### src/rtl/fifo_wr_arbiter.sv
// Round-robin write arbiter: two valid/ready producers share one fifo_generic write port,
// each grant lasting up to BURST_LEN words, with full-stall and fair alternation.
module fifo_wr_arbiter #(
  parameter int FIFO_DATA_WIDTH = 8,
  parameter int BURST_LEN       = 4
) (
  input  logic                       clk,
  input  logic                       reset,
  input  logic                       src0_valid,
  input  logic [FIFO_DATA_WIDTH-1:0] src0_data,
  output logic                       src0_ready,
  input  logic                       src1_valid,
  input  logic [FIFO_DATA_WIDTH-1:0] src1_data,
  output logic                       src1_ready,
  input  logic                       full,
  output logic                       write,
  output logic [FIFO_DATA_WIDTH-1:0] write_data,
  output logic [1:0]                 grant,
  output logic                       busy
);

  localparam int CW = (BURST_LEN > 1) ? $clog2(BURST_LEN) : 1;
  localparam logic [CW-1:0] LAST_BEAT = CW'(BURST_LEN - 1);

  typedef enum logic [1:0] {
    IDLE   = 2'd0,
    GRANT0 = 2'd1,
    GRANT1 = 2'd2
  } state_e;

  state_e        state_q, state_d;
  logic          last_q, last_d;
  logic [CW-1:0] burst_cnt_q, burst_cnt_d;

  logic                       sel;
  logic                       own_valid;
  logic                       oth_valid;
  logic [FIFO_DATA_WIDTH-1:0] own_data;
  logic                       xfer;
  logic                       enter;

  always_ff @(posedge clk) begin
    if (reset) begin
      state_q     <= IDLE;
      last_q      <= 1'b1;
      burst_cnt_q <= '0;
    end else begin
      state_q     <= state_d;
      last_q      <= last_d;
      burst_cnt_q <= burst_cnt_d;
    end
  end

  always_comb begin
    state_d     = state_q;
    last_d      = last_q;
    burst_cnt_d = burst_cnt_q;
    enter       = 1'b0;
    sel         = (state_q == GRANT1);
    own_valid   = sel ? src1_valid : src0_valid;
    oth_valid   = sel ? src0_valid : src1_valid;
    own_data    = sel ? src1_data  : src0_data;
    xfer        = 1'b0;
    src0_ready  = 1'b0;
    src1_ready  = 1'b0;
    write       = 1'b0;
    write_data  = '0;
    grant       = 2'b00;
    busy        = 1'b0;

    case (state_q)
      IDLE: begin
        if (src0_valid && src1_valid) begin
          state_d = last_q ? GRANT0 : GRANT1;
          enter   = 1'b1;
        end else if (src0_valid) begin
          state_d = GRANT0;
          enter   = 1'b1;
        end else if (src1_valid) begin
          state_d = GRANT1;
          enter   = 1'b1;
        end
      end
      GRANT0, GRANT1: begin
        if (sel) src1_ready = !full;
        else     src0_ready = !full;
        write      = own_valid && !full;
        write_data = own_data;
        grant[sel] = 1'b1;
        busy       = 1'b1;
        xfer       = own_valid && !full;
        // A full cycle never ends the burst, even if the owner's valid is low.
        if (!full && (!own_valid || (xfer && burst_cnt_q == LAST_BEAT))) begin
          if (oth_valid) begin
            state_d = sel ? GRANT0 : GRANT1;
            enter   = 1'b1;
          end else if (own_valid) begin
            state_d = state_q;
            enter   = 1'b1;
          end else begin
            state_d = IDLE;
          end
        end else if (xfer) begin
          burst_cnt_d = burst_cnt_q + CW'(1);
        end
      end
      default: state_d = IDLE;
    endcase

    if (enter) begin
      burst_cnt_d = '0;
      last_d      = (state_d == GRANT1);
    end

    if (reset) begin
      src0_ready = 1'b0;
      src1_ready = 1'b0;
      write      = 1'b0;
      write_data = '0;
      grant      = 2'b00;
      busy       = 1'b0;
    end
  end

endmodule
### config.mk
export PLATFORM = sky130hd
export DESIGN_NAME = fifo_wr_arbiter
export DESIGN_NICKNAME = d
export VERILOG_FILES = /design/src/rtl/fifo_wr_arbiter.sv
export SDC_FILE = /design/constraint.sdc
export NUM_CORES = 1
export LEC_CHECK = 0
export BUFFER_PORTS_ARGS = -buffer_cell sky130_fd_sc_hd__buf_4
export CORE_MARGIN = 2
export CORE_UTILIZATION = 30
export CTS_BUF_LIST = sky130_fd_sc_hd__clkbuf_16
export DETAILED_ROUTE_END_ITERATION = 6
export PLACE_DENSITY = 0.57
export SYNTH_ARGS = -nofsm -noshare
export SYNTH_HDL_FRONTEND = slang
export SYNTH_SLANG_ARGS = --single-unit
### constraint.sdc
create_clock -name clk -period 2.5 [get_ports clk]
set_input_delay 0.25 -clock clk [delete_from_list [all_inputs] [get_ports clk]]
set_output_delay 0.25 -clock clk [all_outputs]
set_load 0.02 [all_outputs]
==> flow_metrics.py, run 1 <==
metrics = {
    "timing": {
        "period_needed_ps": 1960,
        "finalSetupViolCount": 0,
        "finalCritPeriodShare": 0.784,
        "fin_worst_skew_ps": 0.258,
        "drv_slew": 0,
        "worst_hold_slack_ps": 265,
        "rsz0062_at_grt": "false",
        "tightest_slew_ps": 371,
        "maxSlewHeadroom": 0.753,
        "timing.final.hold_violations": 0,
        "fmax_mhz": 510,
        "finalSetupTns_ps": 0,
    },
    "die": {
        "ios": 35,
        "die_area_um2": 2330,
        "die_h_um": 48.3,
        "die_x_um": 48.3,
        "start_util": 0.310,
        "core_um2": 1900,
        "rows": 16,
    },
    "yosys": {
        "async_reset_ff_frac": 0,
        "synth_ff_type": "dfxtp_1",
        "yosys.area.top_type": "dfxtp_1",
        "syn-instance-count": 75,
        "synth_warnings": 0,
        "seq_area_frac_synth": 0.170,
        "synth_top_area_frac": 0.170,
        "syn-cell-area_um2": 589,
        "yosys-top-cells-area": "dfxtp_1, mux2i_1, ha_1",
        "ys_ff_latch": 5,
        "synth-edff-count": 0,
        "synth_cell_types": 28,
        "syn_nets": 101,
        "avgSynthCellArea_um2": 7.86,
    },
    "run_status": {
        "status": "completed",
    },
    "clock_tree": {
        "post_cts.repair.setup_buffers": 0,
        "cts_hold_buf": 0,
        "clk_latency_ps": 230,
        "clkTransAtPathRegs_ps": 30,
        "cts_tree": "yes",
        "cts-root-buf": "clkbuf_16",
        "cts_buffer_depth": 2,
        "cts_buffers": 3,
        "cts_resized": 0,
        "h-tree-depth": 1,
        "clock-sinks": 5,
    },
    "power": {
        "peakVddDrop_v": 0.000553,
        "p_total_mw": 0.641,
        "p_leak_nw": 0.423,
        "powerDensity_nw_per_um2": 697,
    },
    "placed_design": {
        "gp_congestion": 0.827,
        "io_buffer_count": 34,
        "placed_cells": 132,
        "dp_hpwl_mm": 1.17,
    },
    "route": {
        "ant_nets": 0,
        "vias": 624,
        "drt_wl_total_mm": 1.46,
        "drcViolationCount": 0,
        "dr.pass1.iters": 4,
        "via_per_inst": 4.59,
        "wl_per_cell_um": 10.7,
        "drtIter0Drc": 3,
    },
    "setup_path": {
        "critPathKind": "register to output pin",
        "r2r_slack_ps": 730,
        "reg2reg_depth": 7,
        "required_ps": 2250,
        "start_kind": "register",
        "r2r-start": "state_q[0]",
        "reg2reg_to": "last_q",
        "arrival_ps": 1710,
        "cp-end-kind": "output pin",
        "crit_fanout": 11,
    },
    "global_route": {
        "antenna_found_initial": 0,
        "grt_pass1_wl_mm": 2.46,
        "first_global_vias": 572,
        "grt_max_degree": 12,
        "overflow": 0,
        "grt_use_total": 0.130,
    },
    "hold_path": {
        "whs_endpoint": "burst_cnt_q[0]",
        "hold_path_depth": 2,
        "hp-class": "input pin to register",
        "hp-start": "reset",
    },
    "layout": {
        "fin_nets": 136,
        "syn2layout_area_growth_pct": 56.3,
        "layout_common_cells": "buf_4, nor2_1, mux2i_1",
        "final_cell_count_no_fill": 136,
        "drive_above_1_share": 0.385,
        "final_common_cell": "buf_4",
        "fill_cells": 192,
        "n_antenna_cell": 0,
    },
    "flow_run": {
        "maxCapViolations": 0,
    },
}
==> through the flow <==
stage          worst slack (ps)   util  instance area, um^2
2_1_floorplan               733      -                  589
3_3_place_gp                738  0.443                  842
3_5_place_dp                724  0.443                  842
4_1_cts                     507  0.484                  921
5_1_grt                     388  0.484                  921
6_report                    539  0.484                  921
==> critical path, cell delays in order, from the launching register on <==
cell and delay, ps:
dfxtp_1 380, inv_1 110, ha_1 350, nand2b_1 230, nor3_1 240, buf_4 170
==> cells in the mapped netlist, types with 2 or more instances <==
master	count
nor2_1	14
mux2i_1	10
nor3_1	6
dfxtp_1	5
ha_1	5
inv_1	4
nand2_1	4
nand2b_1	3
o21ai_0	3
clkbuf_1	2
nor2b_1	2
==> logic make-up after synthesis <==
group	after synthesis	synth area share
DFF	5	0.170
adders and majority gates	5	0.106
buffers and inverters	9	0.0998
xor gates and xnor gates	1	0.0149
muxes	10	0.170
AOI/OAI and AO/OA	14	0.191
and+or+nand+nor	31	0.248
==> registers in the layout (all words and copies together), names as in the netlist <==
signal       count
last_q           1
burst_cnt_q      2
state_q          2
==> layout make-up <==
| class | instances | area (um^2) | area share |
|---|---|---|---|
| clock inverters | 1 | 3.75 | 0.00408 |
| well taps | 27 | 33.8 | 0.0367 |
| clock buffers | 3 | 75.1 | 0.0815 |
| multi-input cells | 61 | 430 | 0.467 |
| repair buffers | 35 | 263 | 0.285 |
| inverters | 4 | 15.0 | 0.0163 |
| flip-flops and latches | 5 | 100 | 0.109 |
==> routing by layer <==
layer / part of all wire / global-route usage
met5: 0 / 0
met4: 0.019 / 0.0714
met3: 0.072 / 0.0309
met2: 0.51 / 0.234
met1: 0.39 / 0.140
==> power by group <==
| group | switching, mW | internal [mW] |
|---|---|---|
| Sequential | 0.0103 | 0.0923 |
| Combinational | 0.148 | 0.133 |
| Clock | 0.0506 | 0.207 |
==> how the worst max path moves through the flow <==
stage / start / to / slack (ps) / depth (start not counted)
2_1_floorplan: state_q[0] / src0_ready / 730 / 5
3_3_place_gp: state_q[0] / write / 740 / 5
3_5_place_dp: state_q[0] / last_q / 720 / 7
4_1_cts: state_q[0] / write / 510 / 5
5_1_grt: state_q[0] / write / 390 / 5
6_report: state_q[0] / write / 540 / 5
No activity file was read; power rests on OpenSTA's default activity.
==> run 2, diff against run 1 <==
--- a/config.mk
+++ b/config.mk
@@ -10,7 +10,7 @@
 export CORE_UTILIZATION = 30
 export CTS_BUF_LIST = sky130_fd_sc_hd__clkbuf_16
 export DETAILED_ROUTE_END_ITERATION = 6
-export PLACE_DENSITY = 0.57
+export PLACE_DENSITY = 0.59
 export SYNTH_ARGS = -nofsm -noshare
 export SYNTH_HDL_FRONTEND = slang
 export SYNTH_SLANG_ARGS = --single-unit
==> constraint.sdc (replaced) <==
create_clock -name clk -period 1.7 [get_ports clk]
set_input_delay 0.17 -clock clk [delete_from_list [all_inputs] [get_ports clk]]
set_output_delay 0.17 -clock clk [all_outputs]
set_load 0.02 [all_outputs]
==> flow_metrics.py, run 2 (synthesis results as in run 1) <==
metrics = {
    "timing": {
        "worst_slack_ps": 77.7,
        "fmax_mhz": 616,
        "finalSetupTns_ps": 0,
        "rsz0062_at_grt": "true",
        "tightest_slew_ps": 250,
        "maxSlewHeadroom": 0.832,
        "timing.final.hold_violations": 0,
        "finalCritPeriodShare": 0.954,
        "drv_slew": 0,
        "finalSetupViolCount": 0,
        "fin_worst_skew_ps": 2.74,
        "worst_hold_slack_ps": 182,
        "period_needed_ps": 1620,
    },
    "clock_tree": {
        "clkTransAtPathRegs_ps": 30,
        "cts_buffer_depth": 2,
        "clock-sinks": 5,
        "cts_hold_buf": 0,
        "clk_latency_ps": 230,
        "cts_buffers": 3,
        "cts_tree": "yes",
        "post_cts.repair.setup_buffers": 0,
        "cts-root-buf": "clkbuf_16",
        "h-tree-depth": 1,
    },
    "layout": {
        "final_util": 0.525,
        "syn2layout_area_growth_pct": 69.4,
        "n_antenna_cell": 0,
        "drive_above_1_share": 0.470,
        "layout_common_cells": "buf_4, nor2_1, mux2i_1",
        "final_cell_count_no_fill": 142,
        "final_common_cell": "buf_4",
        "reg_top3": "burst_cnt_q (2), state_q (2), last_q (1)",
        "postLayoutCellArea_um2": 998,
        "fill_cells": 188,
        "fin_nets": 142,
    },
    "route": {
        "dr.pass1.iters": 2,
        "vias": 684,
        "ant_nets": 0,
        "drtIter0Drc": 5,
        "via_per_inst": 4.82,
        "drt_wl_total_mm": 1.60,
        "drcViolationCount": 0,
        "wl_per_cell_um": 11.3,
    },
    "global_route": {
        "first_global_vias": 650,
        "grt_max_degree": 11,
        "grt_pass1_wl_mm": 2.66,
        "grt_use_total": 0.141,
        "overflow": 0,
        "antenna_found_initial": 0,
    },
    "flow_run": {
        "maxCapViolations": 0,
    },
    "placed_design": {
        "dp_hpwl_mm": 1.28,
        "io_buffer_count": 34,
        "placed_cells": 138,
        "preCtsSetupSlack_ps": -29.6,
        "place_area_um2": 887,
        "gp_congestion": 0.855,
    },
    "power": {
        "peakVddDrop_v": 0.000814,
        "p_total_mw": 1.02,
        "powerDensity_nw_per_um2": 1020,
        "p_leak_nw": 0.451,
    },
    "die": {
        "core_um2": 1900,
        "die_x_um": 48.3,
        "ios": 35,
        "die_area_um2": 2330,
        "rows": 16,
        "die_h_um": 48.3,
        "start_util": 0.310,
    },
    "hold_path": {
        "hp-class": "input pin to register",
    },
    "setup_path": {
        "critPathKind": "register to register",
        "start_kind": "register",
        "max_stage_delay_ps": 310,
        "path_cells": "inv_2 > ha_4 > nor2b_1 > a311o_1 > a32o_1 > a31oi_2 > o31ai_1",
        "crit_fanout": 6,
        "cp-end-kind": "register",
        "required_ps": 1810,
        "arrival_ps": 1730,
        "crit_path_top_delay_cell": "dfxtp_1",
    },
    "run_status": {
        "status": "completed",
    },
}
-- run 2: changes by cell type in the layout (fill, tap and decap cells not counted), sizes merged --
cell	previous run	this run
buf	35	41
-- run 2: cell type report --
cell class	count	area, um^2	area share
clock inverter	1	3.75	0.00376
timing repair buffer	41	312	0.312
sequential	5	101	0.102
clock buffer	3	75.1	0.0752
multi-input combinational	61	458	0.459
tap	27	33.8	0.0338
inverter	4	15.0	0.0150
-- run 2: path summary, 6_finish.rpt --
kind / end / from / cells after the start / slack [ps]
max: last_q / state_q[0] / 7 / 80
min: state_q[1] / reset / 2 / 180
max reg2reg: last_q / state_q[0] / 7 / 80
min reg2reg: last_q / last_q / 2 / 460
-- run 2: critical path, delay by kind of cell, from the launching register on --
family | cells | cell delay [ps]
buf+inv | 1 | 130
flops | 1 | 310
compound gates | 4 | 820
fa+ha+maj | 1 | 190
simple gates | 1 | 50
-- run 2: metal layers --
layer | global-route usage | share of wire | wire length (um)
met1 | 0.145 | 0.41 | 653
met4 | 0.105 | 0.018 | 29
met2 | 0.248 | 0.50 | 809
met5 | 0 | 0 | 0
met3 | 0.0340 | 0.070 | 112
-- run 2: power by group --
part           internal [mW]  switching, mW
Combinational          0.248          0.244
Sequential             0.137         0.0136
Clock                  0.304         0.0761
-- run 2: repair_timing --
action | in CTS | in global routing
gates resized for setup | 6 | 2
setup endpoints to repair | 11 | 6
endpoints found under the hold margin | 0 | 0
==> run 3, diff against run 2 <==
--- a/config.mk
+++ b/config.mk
@@ -7,10 +7,10 @@
 export LEC_CHECK = 0
 export BUFFER_PORTS_ARGS = -buffer_cell sky130_fd_sc_hd__buf_4
 export CORE_MARGIN = 2
-export CORE_UTILIZATION = 30
+export CORE_UTILIZATION = 38
 export CTS_BUF_LIST = sky130_fd_sc_hd__clkbuf_16
 export DETAILED_ROUTE_END_ITERATION = 6
-export PLACE_DENSITY = 0.59
+export PLACE_DENSITY = 0.72
 export SYNTH_ARGS = -nofsm -noshare
 export SYNTH_HDL_FRONTEND = slang
 export SYNTH_SLANG_ARGS = --single-unit
==> flow_metrics.py, run 3 (synthesis results as in run 1) <==
metrics = {
    "setup_path": {
        "critPathKind": "register to output pin",
        "r2r_slack_ps": 90,
        "required_ps": 1530,
        "worstSetupStartpoint": "state_q[0]",
        "r2r-start": "state_q[0]",
        "crit_fanout": 6,
        "start_kind": "register",
        "arrival_ps": 1440,
        "cp-end-kind": "output pin",
    },
    "clock_tree": {
        "clock-sinks": 5,
        "clkTransAtPathRegs_ps": 30,
        "cts-root-buf": "clkbuf_16",
        "cts_tree": "yes",
        "cts_buffer_depth": 2,
        "clk_latency_ps": 230,
        "cts_hold_buf": 0,
        "cts_buffers": 3,
        "h-tree-depth": 1,
    },
    "timing": {
        "fmax_mhz": 620,
        "timing.final.hold_violations": 0,
        "finalCritPeriodShare": 0.949,
        "drv_slew": 0,
        "finalSetupTns_ps": 0,
        "rsz0062_at_grt": "false",
        "finalSetupViolCount": 0,
        "maxSlewHeadroom": 0.850,
        "period_needed_ps": 1610,
        "fin_worst_skew_ps": 0.534,
        "tightest_slew_ps": 219,
    },
    "hold_path": {
        "hp-start": "reset",
        "hp-class": "input pin to register",
    },
    "layout": {
        "reg_top3": "burst_cnt_q (2), state_q (2), last_q (1)",
        "n_antenna_cell": 0,
        "drive_above_1_share": 0.483,
        "fin_nets": 143,
        "syn2layout_area_growth_pct": 68.8,
        "final_common_cell": "buf_4",
        "fill_cells": 135,
        "layout_common_cells": "buf_4, nor2_1, mux2i_1",
    },
    "die": {
        "die_h_um": 43.4,
        "core_um2": 1470,
        "start_util": 0.401,
        "rows": 14,
        "die_x_um": 43.4,
        "die_area_um2": 1880,
        "ios": 35,
    },
    "route": {
        "wl_per_cell_um": 12.0,
        "ant_nets": 0,
        "drcViolationCount": 0,
        "dr.pass1.iters": 4,
        "vias": 693,
        "via_per_inst": 5.25,
        "drtIter0Drc": 8,
        "drt_wl_total_mm": 1.59,
    },
    "flow_run": {
        "maxCapViolations": 0,
    },
    "placed_design": {
        "io_buffer_count": 34,
        "dp_hpwl_mm": 1.25,
        "gp_congestion": 0.853,
    },
    "power": {
        "peakVddDrop_v": 0.000859,
        "p_leak_nw": 0.457,
        "powerDensity_nw_per_um2": 1030,
        "p_total_mw": 1.03,
    },
    "global_route": {
        "grt_max_degree": 11,
        "first_global_vias": 647,
        "grt_use_total": 0.190,
        "overflow": 0,
        "antenna_found_initial": 0,
        "grt_pass1_wl_mm": 2.70,
    },
    "run_status": {
        "status": "completed",
    },
}
run 3: changes by cell type in the layout (fill, tap and decap cells not counted):
cell	delta
buf_4	+1
nor2_2	+1
nor2_1	-1
run 3: stage by stage:
step	cell area [um^2]	instances	util	setup WS, ps	hold WS [ps]
6_report	995	132	0.676	85.9	184
5_1_grt	995	132	0.676	0.847	209
4_1_cts	986	132	0.670	9.77	185
3_5_place_dp	881	128	0.599	-20.5	423
3_3_place_gp	881	128	0.599	33.9	422
2_1_floorplan	589	75	-	6.71	423
run 3: final cells by class:
type | instances | area [um^2] | area share
multi-input cells | 61 | 460 | 0.463
flip-flops and latches | 5 | 101 | 0.102
well taps | 16 | 20.0 | 0.0201
clock buffers | 3 | 75.1 | 0.0755
clock inverters | 1 | 3.75 | 0.00377
inverters | 4 | 15.0 | 0.0151
repair buffers | 42 | 319 | 0.321
run 3: metal layers:
| metal | wire length, um | part of all wire | global-route usage | vias up |
|---|---|---|---|---|
| met1 | 562 | 0.35 | 0.192 | 325 |
| met5 | 0 | 0 | 0 | - |
| li1 | - | - | - | 341 |
| met2 | 853 | 0.54 | 0.349 | 24 |
| met4 | 33 | 0.021 | 0.103 | 0 |
| met3 | 137 | 0.086 | 0.0500 | 3 |
run 3: repair_timing:
| item | in CTS | in global routing |
|---|---|---|
| endpoints found under the setup margin | 9 | 12 |
| resized for setup | 4 | 5 |
| pin swaps | 0 | 1 |
| buffers inserted | 0 | 0 |
run 3: power breakdown:
| part | internal, mW | total (mW) | switching, mW |
|---|---|---|---|
| sequential | 0.137 | 0.150 | 0.0131 |
| combinational | 0.254 | 0.500 | 0.246 |
| clock | 0.304 | 0.377 | 0.0729 |
run 3: worst paths after layout:
kind	cells after the start	endpoint
worst max-delay path	6	write
worst min register to register	2	last_q
worst min-delay path	2	state_q[0]
worst max register to register	7	last_q
run 3: worst max-delay path, stage by stage (launching register included):
cell and delay, ps:
dfxtp_1 310, inv_2 120, ha_4 180, mux2i_1 260, buf_4 160, nor3_1 40, buf_4 150
